File: config.mk
export PLATFORM = sky130hd
export DESIGN_NAME = phase_tracker
export DESIGN_NICKNAME = d
export VERILOG_FILES = /design/src/rtl/phase_tracker.sv
export SDC_FILE = /design/constraint.sdc
export NUM_CORES = 1
export LEC_CHECK = 0
export BUFFER_PORTS_ARGS = -buffer_cell sky130_fd_sc_hd__buf_2
export CORE_ASPECT_RATIO = 0.7
export CORE_MARGIN = 10
export CORE_UTILIZATION = 35
export DETAILED_ROUTE_END_ITERATION = 8
export GPL_ROUTABILITY_DRIVEN = 0
export PLACE_DENSITY = 0.6
export RECOVER_POWER = 100
export SLEW_MARGIN = 30
export SYNTH_ARGS = -nofsm -noshare
export SYNTH_HDL_FRONTEND = slang
export SYNTH_SLANG_ARGS = --single-unit
export TNS_END_PERCENT = 5
File: constraint.sdc
create_clock -name clk -period 3.05 [get_ports clk]
set_clock_uncertainty 0.05 [all_clocks]
set_input_delay 0.61 -clock clk [delete_from_list [all_inputs] [get_ports clk]]
set_output_delay 0.61 -clock clk [all_outputs]
set_load 0.01 [all_outputs]
File: src/rtl/phase_tracker.sv
// phase_tracker: recovers step, init phase and period length from an 8-bit phase stream.
// Latency: one cycle; a sample accepted at an edge is visible on all outputs right after it.
// Backpressure: none; one sample per cycle, in_valid=0 holds all state and drops the pulses.
// Ports: clk, en (async active-low clear), in_valid/phase_in (sample in),
//        step_out/locked (recovered step), init_out/wrap (phase at last wrap, wrap pulse),
//        period_len/period_valid (samples in last full period), slip (lock-lost pulse).
module phase_tracker #(
    parameter int LOCK_COUNT = 4,
    parameter int PCW        = 9
) (
    input  logic           clk,
    input  logic           en,
    input  logic           in_valid,
    input  logic [7:0]     phase_in,
    output logic [7:0]     step_out,
    output logic [7:0]     init_out,
    output logic [PCW-1:0] period_len,
    output logic           period_valid,
    output logic           locked,
    output logic           wrap,
    output logic           slip
);

    localparam int MW = $clog2(LOCK_COUNT + 1);
    localparam logic [MW-1:0] MATCH_LOCK = MW'(LOCK_COUNT);

    typedef enum logic [1:0] {EMPTY, ACQUIRE, LOCKED} state_t;

    state_t         state, state_nxt;
    logic [7:0]     prev, prev_nxt;
    logic [7:0]     cand, cand_nxt;
    logic [MW-1:0]  match_cnt, match_cnt_nxt;
    logic [PCW-1:0] period_cnt, period_cnt_nxt;
    logic           seen_wrap, seen_wrap_nxt;
    logic [7:0]     step_nxt, init_nxt;
    logic [PCW-1:0] period_len_nxt;
    logic           period_valid_nxt, locked_nxt, wrap_nxt, slip_nxt;

    logic           is_wrap;
    logic [7:0]     diff;
    logic [MW-1:0]  match_new;
    logic [PCW-1:0] period_inc;

    // Non-wrap samples satisfy phase_in >= prev, so the difference never borrows.
    assign is_wrap    = phase_in < prev;
    assign diff       = phase_in - prev;
    assign match_new  = (diff != cand)            ? MW'(1)    :
                        (match_cnt == MATCH_LOCK) ? match_cnt : match_cnt + MW'(1);
    assign period_inc = (period_cnt == '1) ? period_cnt : period_cnt + PCW'(1);

    always_comb begin
        state_nxt        = state;
        prev_nxt         = prev;
        cand_nxt         = cand;
        match_cnt_nxt    = match_cnt;
        period_cnt_nxt   = period_cnt;
        seen_wrap_nxt    = seen_wrap;
        step_nxt         = step_out;
        init_nxt         = init_out;
        period_len_nxt   = period_len;
        period_valid_nxt = period_valid;
        locked_nxt       = locked;
        wrap_nxt         = 1'b0;
        slip_nxt         = 1'b0;

        if (in_valid) begin
            prev_nxt = phase_in;
            if (state == EMPTY) begin
                // First sample only seeds prev; there is nothing to diff against.
                period_cnt_nxt = PCW'(1);
                state_nxt      = ACQUIRE;
            end else if (is_wrap) begin
                // The wrap difference is not a step, so lock tracking is left alone.
                wrap_nxt       = 1'b1;
                init_nxt       = phase_in;
                period_cnt_nxt = PCW'(1);
                seen_wrap_nxt  = 1'b1;
                // The period before the first wrap may be partial, so it is not reported.
                if (seen_wrap) begin
                    period_len_nxt   = period_cnt;
                    period_valid_nxt = 1'b1;
                end
            end else begin
                period_cnt_nxt = period_inc;
                if (state == LOCKED) begin
                    if (diff != step_out) begin
                        // step_out keeps its stale value; locked tells the user not to trust it.
                        slip_nxt      = 1'b1;
                        locked_nxt    = 1'b0;
                        cand_nxt      = diff;
                        match_cnt_nxt = MW'(1);
                        state_nxt     = ACQUIRE;
                    end
                end else begin
                    cand_nxt      = diff;
                    match_cnt_nxt = match_new;
                    if (match_new == MATCH_LOCK) begin
                        step_nxt   = diff;
                        locked_nxt = 1'b1;
                        state_nxt  = LOCKED;
                    end
                end
            end
        end
    end

    always_ff @(posedge clk or negedge en) begin
        if (!en) begin
            state        <= EMPTY;
            prev         <= '0;
            cand         <= '0;
            match_cnt    <= '0;
            period_cnt   <= '0;
            seen_wrap    <= 1'b0;
            step_out     <= '0;
            init_out     <= '0;
            period_len   <= '0;
            period_valid <= 1'b0;
            locked       <= 1'b0;
            wrap         <= 1'b0;
            slip         <= 1'b0;
        end else begin
            state        <= state_nxt;
            prev         <= prev_nxt;
            cand         <= cand_nxt;
            match_cnt    <= match_cnt_nxt;
            period_cnt   <= period_cnt_nxt;
            seen_wrap    <= seen_wrap_nxt;
            step_out     <= step_nxt;
            init_out     <= init_nxt;
            period_len   <= period_len_nxt;
            period_valid <= period_valid_nxt;
            locked       <= locked_nxt;
            wrap         <= wrap_nxt;
            slip         <= slip_nxt;
        end
    end

endmodule

Word-level counts from Yosys, hierarchy flattened

Index checks and enable logic that the tools add are counted.

Bits of input ports: 11
Output and inout port bits: 29
Flip-flop bits (word level): 60

Mux-type cells: 25
Magnitude comparators: 1
Equality and inequality tests: 10
Reduce and logical (&&, ||, !) cells: 10
Add/subtract/negate cells: 3
Bitwise operators: 3

Operator list:

| kind                  | count |
|---|---|
| $mux W9               | 3 |
| $mux W8               | 2 |
| $ne A8 B8 Y1          | 2 |
| $mux W3               | 4 |
| $reduce_and A4 Y1     | 3 |
| $mux W1               | 11 |
| $mux W2               | 5 |
| $reduce_and A5 Y1     | 2 |
| $add A9 B1 Y9 const B | 1 |
| $eq A9 B9 Y1 const B  | 1 |
| $lt A8 B8 Y1          | 1 |
| $sub A8 B8 Y8         | 1 |
| $eq A3 B3 Y1 const B  | 2 |
| $ne A3 B2 Y1 const B  | 2 |
| $ne A2 B1 Y1 const B  | 2 |
| $add A3 B1 Y3 const B | 1 |
| $not A1 Y1            | 3 |
| $reduce_and A3 Y1     | 1 |
| $reduce_bool A3 Y1    | 1 |
| $eq A2 B2 Y1 const B  | 1 |
| $logic_not A2 Y1      | 1 |
| $reduce_and A2 Y1     | 1 |
| $reduce_bool A2 Y1    | 1 |

Depth between registers and ports, before layout

Gate-level depths: netlist (run 1).

Depth after elaboration: 8
Mapped depth: 12

Worst setup path before layout (run 1)

Ideal clock, no wire load.

Path type: input -> register
Start: input phase_in[0]
End: register step_out[1]
Required time: 2.875 ns
Stages on the path: 11
Path slack: -0.166 ns
Library setup time: 0.125 ns
Arrival: 3.041 ns
Buffers on the path: 0
Cell sequence: inv_1 -> ha_1 -> inv_1 -> fa_1 -> xnor3_1 -> o31ai_1 -> nor4bb_1 -> nand4_1 -> nor4_2 -> nand4_2 -> mux2_2

Word-level cells in the longest chain between the ends: 5
Elaborated cells on any way between the ends: 7

Ends and longest elaborated chain:

| item                               | RTL line | text |
|---|---|---|
| start: declaration                 | 14       | `input logic [7:0] phase_in,` |
| $sub A8 B8 Y8                      | 46       | `assign diff = phase_in - prev;` |
| $ne A8 B8 Y1                       | 47       | `assign match_new = (diff != cand) ? MW'(1) :` |
| $mux W3                            | 47       |  |
| $eq A3 B3 Y1                       | 97       | `if (match_new == MATCH_LOCK) begin` |
| $reduce_and A5 Y1 (no source line) | n/a      |  |
| end signal: assignment             | 129      | `step_out <= step_nxt;` |
| end: declaration                   | 15       | `output logic [7:0] step_out,` |

Parallel ways exist; a longest one is shown, timed or not.
A chain may end at the register's enable or synchronous reset.

Final worst setup path (run 1)

Start: input phase_in[0]
End: register cand[6]

Word-level cells in the longest chain between the ends: 4
Elaborated cells on any way between the ends: 8

Ends and longest elaborated chain:

| item                               | RTL line | text |
|---|---|---|
| $sub A8 B8 Y8                      | 46       |  |
| via diff[1]                        | 40       | `logic [7:0] diff;` |
| $ne A8 B8 Y1                       | 86       | `if (diff != step_out) begin` |
| $ne A2 B1 Y1 (no source line)      | n/a      |  |
| $reduce_and A4 Y1 (no source line) | n/a      |  |
| end signal: assignment             | 125      | `cand <= cand_nxt;` |
| end: declaration                   | 31       | `logic [7:0] cand, cand_nxt;` |

The timed path passes the listed nets, and every way through them passes these cells. The select of a mux whose other input is x is not followed.

==> results of run 1 <==
registers in the layout, summed over array words and instances, names as in the netlist:
name          count
match_cnt         3
period_cnt        9
wrap              1
state             2
cand              8
init_out          8
prev              8
period_valid      1
slip              1
locked            1
step_out          8
period_len        9
seen_wrap         1
per-layer routing:
metal / share of wire, % / vias to the layer above / wire length [um] / global-route usage, %
met5: 0 / - / 0 / 0
met4: 1.2 / 0 / 108 / 4.41
met3: 5.9 / 11 / 514 / 4.15
met2: 42 / 68 / 3680 / 17.1
met1: 51 / 1356 / 4470 / 17.1
li1: - / 1362 / - / -
worst paths after layout:
path	startpoint	slack, ps	to	cells after the start
max	phase_in[0]	80	cand[6]	14
min	period_valid	410	period_valid	1
min reg2reg	period_valid	410	period_valid	1
max reg2reg	prev[0]	80	cand[6]	12
max in group asynchronous	en	900	init_out[5]	2
min in group asynchronous	en	520	period_valid	1
power by group:
| part | leakage, uW | switching [uW] | internal [uW] |
|---|---|---|---|
| sequential | 0.000747 | 94.1 | 924 |
| combinational | 0.00114 | 530 | 541 |
| clock | 0.000133 | 350 | 585 |
| total | 0.00202 | 974 | 2050 |
layout make-up:
class	count	area, um^2	share of cell area, %
multi-input combinational	238	1910	42.2
sequential	60	1500	33.3
tap	128	160	3.55
timing repair buffer	92	572	12.7
clock buffer	11	253	5.60
inverter	23	98.8	2.19
clock inverter	4	25.0	0.554
cells by family (layout without fill, tap and decap cells):
logic type	after synthesis	in the layout
and+or+nand+nor	90	90
muxes	36	36
AOI/OAI and AO/OA	73	73
buffers and inverters	37	130
adders and majority gates	13	13
DFF	60	60
xor gates and xnor gates	26	26
Yosys cell counts (3+ instances only):
cell type / count / area (um^2)
a211oi_1: 6 / 45.0
mux2_4: 6 / 90.1
nor4_1: 4 / 25.0
buf_6: 5 / 56.3
a21o_1: 3 / 22.5
a21oi_1: 17 / 85.1
nand2b_1: 3 / 18.8
mux2_2: 26 / 293
ha_1: 12 / 150
xor2_1: 6 / 52.6
mux2i_1: 4 / 40.0
nand2_1: 28 / 105
clkbuf_1: 4 / 15.0
nor2_1: 16 / 60.1
o21ai_0: 24 / 120
inv_1: 23 / 86.3
nand4_1: 3 / 18.8
or2_2: 5 / 31.3
xnor2_1: 18 / 158
dfrtp_1: 60 / 1500
nand3_1: 6 / 30.0
o31ai_1: 6 / 45.0
nor3_1: 4 / 20.0
placed cells by master, fill, tap and decap left out, drive strengths merged, types with 2 or more instances in the layout:
cell type and instances:
nand3 8, mux2 32, xnor2 18, and2 3, inv 23, dfrtp 60, a22o 2, clkbuf 45
nor2 16, o21a 2, a21oi 17, a21o 3, clkinv 2, clkinvlp 2, o21bai 2, a2111oi 2
nand4b 2, a211oi 6, buf 58, nand2 28, nand2b 3, o31ai 6, nor3 4, and3 2
ha 12, or3 2, or2 6, a211o 2, mux2i 4, xor2 7, nand4 4, o21ai 24
nor4 5
what timing repair did:
action / 4_1_cts / 5_1_grt
setup buffers: 0 / 4
hold buffers: 0 / 0
endpoints found under the setup margin: 7 / 29
gates resized for setup: 1 / 10
pin swaps: 2 / 9
cloned: 0 / 0
critical path, cell delays in order:
cell and delay (ps):
buf_6 110, inv_12 50, ha_4 120, inv_2 30, fa_2 550, buf_4 140, xnor2_2 110, o311a_1 180
and4_4 230, nand4b_4 130, o41ai_4 290, o21bai_2 100, buf_4 180, mux2_4 300
stage by stage:
step | power (uW) | util (%) | worst slack [ps] | cell area, um^2 | hold slack, ps
floorplan | 1670 | - | -3.62 | 3570 | 264
global placement | 2050 | 43.2 | -301 | 4210 | 397
detailed placement | 2070 | 43.2 | -404 | 4210 | 401
CTS | 3040 | 46.1 | 30.5 | 4500 | 253
global route | 3210 | 46.3 | -96.0 | 4520 | 438
finish | 3020 | 46.3 | 75.2 | 4520 | 409
==> results.txt, run 1 <==
Category of the worst setup path capture point: a flip-flop. The area of the core was 9760 um^2. Average wire per cell in the routed design: 15.8 um. Share of flip-flops with an asynchronous set or reset: 100%. In the synthesized netlist, mux cells make up 12.0% of the area. For the pin with the worst max-slew slack, the measured transition is 1340 ps.

The fraction of the mapped netlist area in adder cells works out to 4.83%. Worst supply voltage drop on vdd: 0.340 mV. Sequential elements use 42.6% of the synthesized area. Across the run, the number of max-cap violations was 0. Summed over all layers, the routed wires come to 8780 um. From left edge to right edge, the die measures 140 um. Setup violations remaining at the end of the flow were counted as 0. For the post-synthesis instance total, the log shows 335.

The area growth from synthesis to layout came out at 28.3%. The analysis attributes to cell leakage a power of 0.00202 uW. The synthesized netlist devotes 14.0% of its cell area to compound gates. The fraction of synthesized cell area in xor and xnor cells was 7.07%; the biggest fanout along the worst timing path was 7. The startpoint class of the critical path was an input port. Clock root buffer: clkbuf_16. The CTS clock-pin slew for the worst setup and hold paths came out at 50 ps.

In the final layout, the share of cells above drive strength 1 is 31.5%. Synthesis inferred 60 register bits. The cell area after synthesis is 3520 um^2, and the critical path required time is 3210 ps. The total count of hold-check failures in the final report was 0. Entering global routing, the biggest net connects 36 pins.

The run gives 9 as the clock buffer count from CTS. The layout has 934 filler cells. The routed design could run at a clock period as short as 2970 ps. The clock tree synthesis step divided the H-tree into 3 levels.

For this run, the number of Yosys warnings is 0. For the max-slew violation count, the log shows 0. At the worst endpoint, the arrival time is 3140 ps.

By area, the combinational part of the netlist is dominated by simple AND/OR/NAND/NOR gates. The post-synthesis average cell area came out at 10.5 um^2. The classification of the worst setup path was in -> reg. Derived from the worst setup path, the maximum achievable clock frequency is 0.336 GHz.

The number of nets in the synthesized netlist is 359. The global-route wire length before repair was 14700 um; the residual antenna-violating net count after detailed routing was 0. For the setup TNS after final layout, the log shows 0 ps. The first TritonRoute pass finished after 4 iterations. The number of placed instances, taps included, is 537.

Maximum buffer depth of the clock tree: 2. The site row count was 30. The run finished with clean final reports. The type of the most critical hold path was reg -> reg.

TritonCTS built the clock tree. The repair_antennas step left the layout with diodes totalling 0. Port buffering added 39 buffers. The detailed router finished its first iteration with 210 violations. The number of cells in the finished layout apart from fillers is 556. The power per cell area is 670 nW/um^2, and the half-perimeter wire length of the detailed placement result is 6760 um. The logs give 0 for the number of antenna violations at the first check in global routing and 10.5% for the headroom to the max-slew limit. Among all flip-flop cells after synthesis, the most frequent one is dfrtp_1.

After the last flow step, the layout net total stands at 448. The tools report the floorplan die area as 14500 um^2. After detailed routing, the number of remaining DRC violations is 0. Summed over all layers, the global routing overflow is 0. The via count of the first global-routing pass is 2826.

Setup repair after global routing could not meet its margin everywhere. The boundary pin count is 40, and the part of the cycle the worst path needs is 97.5%. In this run, synthesis inferred 0 flip-flops with an integrated enable.

The detailed router placed 2797 vias in this run. Counting distinct cell types in the post-synthesis netlist gives 60. For this configuration, the core starts out at a cell density of 36.1%. The height of the die was 104 um; the number of clock sinks seen by CTS was 60. After Yosys synthesis, and, or, nand and nor cells account for 14.1% of the synthesized area.

Using the TritonRoute via totals, the vias-per-cell ratio works out to 5.03. The run gives 330 ps as the later-pin clock latency in the skew report. For the global-route usage over all layers, the log shows 12.3%.
No activity file was read; power rests on OpenSTA's default activity.
==> run 2, diff against run 1 <==
--- a/config.mk
+++ b/config.mk
@@ -11,6 +11,7 @@
 export CORE_UTILIZATION = 35
 export DETAILED_ROUTE_END_ITERATION = 8
 export GPL_ROUTABILITY_DRIVEN = 0
+export MAX_ROUTING_LAYER = met4
 export PLACE_DENSITY = 0.6
 export RECOVER_POWER = 100
 export SLEW_MARGIN = 30
==> constraint.sdc (replaced) <==
create_clock -name clk -period 2.7 [get_ports clk]
set_clock_uncertainty 0.05 [all_clocks]
set_input_delay 0.54 -clock clk [delete_from_list [all_inputs] [get_ports clk]]
set_output_delay 0.54 -clock clk [all_outputs]
set_load 0.01 [all_outputs]
==> run 2 against run 1 <==
The flow now finishes with violations (max-capacitance violations, negative setup slack). Utilization up 2.0 points. Sequential share of layout area fell by 1.4 points. Cell count is 2.9% higher. Sequential power grew 13%. First-iteration DRC count fell by 15%. Design area is 4.4% higher. Non-clock buffer count grew 15. Via count rose by 1.8%. Combinational power is 22% higher. Worst hold slack got worse by 1.7 ps. Clock power grew 32%. Critical path type unchanged. Largest cell class unchanged. Largest power group unchanged. Highest routed layer unchanged.
==> results.txt, run 2 (synthesis gave the netlist of run 1 again) <==
Across all layers, the routed design uses 2847 vias. The worst supply voltage drop on vdd is 0.420 mV, and the number of cells in the finished layout apart from fillers is 572. In this run the deepest clock path goes through 2 buffers. The region available for standard cell placement spans 9760 um^2. For the total count of hold-check failures in the final report, the log shows 0. The die is 140 um wide. Based on the critical path, the design can be clocked at up to 0.346 GHz. The startpoint class of the critical path is an input port. The first global-routing pass estimated 15000 um of wire.

Classification of the worst setup path: in -> reg. The quantity of I/O buffers inserted on ports was 39. The flow ran to the end, but the final reports show violations. TritonCTS built the clock tree. The logs give 35 for the number of failing setup endpoints in the final timing report and 4710 um^2 for the area of all placed cells without fillers. The routing layer with the top usage in global route was met1.

The die covers 14500 um^2. After detailed placement, the design holds a cell count of 554. In the final layout, the share of cells above drive strength 1 is 36.0%.

The checks that failed: max-capacitance violations, negative setup slack. In this run the critical register-to-register path is launched from prev[0]. The later-pin clock latency in the skew report was 330 ps; the total power consumption of the routed design was 3690 uW. The path with the worst hold slack has its endpoint at prev[6]. The average wire per cell in the routed design is 15.7 um. The tools report the final layout net count as 463.

The library cells used most frequently in the layout, excluding fill and tap cells, are buf_4 (61), dfrtp_1 (60), clkbuf_1 (32). The part of the cycle the worst path needs was 107%; the height of the die was 104 um. Setup repair after global routing could not meet its margin everywhere.

Counting the buffers created by CTS gives 9. Hold timing on the final database bottoms out at a slack of 407 ps. For this design the static power due to leakage is 0.00212 uW. For met1 alone, demand over resource in global routing was 18.3%. The logs give 1 for the number of max-cap violations and -190 ps for the final worst-path setup slack.

The max-slew violation count was 0. The setup slack at placement was -703 ps; the headroom to the max-slew limit was 0.792%. The critical path starts at phase_in[0]. In the routed layout, each cell is associated on average with a via count of 4.98. The boundary pin count is 40. The global routing usage on met2 was 17.3%; the reg2reg setup slack was -180 ps. The hold path depth is 3, and the critical path required time is 2870 ps.

0 antenna diodes ended up in the layout. The logs give 0 for the number of antenna violations at the first check in global routing and 60 for the number of clock sinks seen by CTS. The biggest fanout along the worst timing path was 5. The leading cell type in the layout, fill and taps excluded is buf_4. The tree is rooted in a clkbuf_16. The area growth from synthesis to layout is 33.9%. For the maximum number of pins on one net before global-route repair, the log shows 61. Clock-pin slew was measured on the worst setup and hold paths at 50 ps.

The area occupied by registers was 1500 um^2; the DRC violations left was 0. Counting the fill cells in the layout gives 919. Summed over all nets, the half-perimeter wirelength after detailed placement is 6790 um.

At the pin with the least slew margin, the transition time is 1490 ps. Dividing total power by cell area gives a power density of 784 nW/um^2. The logs give 2879 for the via count of the first global-routing pass and 12.9% for the global-route usage over all layers. At the worst endpoint, the arrival time is 3060 ps.

The type of the most critical hold path was in -> reg. The H-tree generated during clock tree synthesis spans 3 levels. In the final layout, the registers with the most flip-flops are period_cnt (9), period_len (9).

The first detailed-routing pass ran for 4 iterations. The tools report the worst reg2reg path endpoint as step_out[1]. The area of combinational cells with multiple inputs is 1950 um^2, and the residual antenna-violating net count after detailed routing is 0.

The logs give 36.1% for the starting density of the core and 30 for the site row count. The tools report the met3 usage as 2.97%. For this run the aggregate overflow at the end of global routing stands at 0. The total placed instance area came out at 4330 um^2. In this run, the number of DRC markers left after iteration 0 of detailed routing was 178.

The worst register-to-register path has a depth of 11. The category of the worst setup path capture point was a flip-flop. Subtracting the final worst setup slack from the clock period gives 2890 ps. Post-detailed-routing wire length: 8990 um.

The startpoint identified for the worst hold timing path is phase_in[6].
[run 2: changes by cell type in the layout (fill, tap and decap cells not counted), moves of 2 or more]
cell,previous run,this run
buf_4,46,61
a21oi_1,16,14
bufinv_16,0,2
clkinvlp_4,2,0
xnor2_1,17,15
xnor2_2,1,3
[run 2: worst max-delay path by stage]
stage / end / slack (ps)
global route: step_out[1] / -310
floorplan: step_out[1] / -280
CTS: period_len[7] / -210
global placement: step_out[1] / -600
detailed placement: step_out[1] / -700
finish: step_out[1] / -190
[run 2: area by class of cell]
type                       instances  area share [%]
clock buffer                      11            5.15
clock inverter                     5            1.59
inverter                          23            2.10
multi-input combinational        238            41.4
sequential                        60            31.9
tap                              128            3.40
timing repair buffer             107            14.5
[run 2: what timing repair did]
action	in CTS	in global routing
endpoints found under the setup margin	39	48
hold buffers	0	0
gates resized for setup	4	16
hold endpoints to repair	0	0
pin swaps	6	2
setup buffers	1	1
[run 2: layer usage]
metal	wire length, um	share of wire, %
met5	0	0
met4	129	1.4
met3	404	4.5
met2	3770	42
met1	4690	52
[run 2: stage by stage]
| stage | utilization [%] | setup TNS, ps |
|---|---|---|
| 2_1_floorplan | - | -4390 |
| 4_1_cts | 47.9 | -5850 |
| 5_1_grt | 48.3 | -8490 |
| 3_3_place_gp | 44.4 | -20890 |
| 6_report | 48.3 | -2920 |
| 3_5_place_dp | 44.4 | -23030 |
[run 2: report_power, final]
| group | total [uW] | internal [uW] | leakage [uW] | switching, uW |
|---|---|---|---|---|
| Combinational | 1310 | 690 | 0.00122 | 622 |
| Clock | 1230 | 827 | 0.000159 | 405 |
| Sequential | 1150 | 1040 | 0.000747 | 105 |
[run 2: critical path, stage by stage]
cell,delay [ps]
buf_2,150
inv_12,60
ha_4,120
inv_2,40
fa_2,420
a21o_1,230
a21oi_4,240
xnor2_2,160
nand3_2,130
nor4_4,330
nand4_2,130
buf_4,190
mux2_4,290
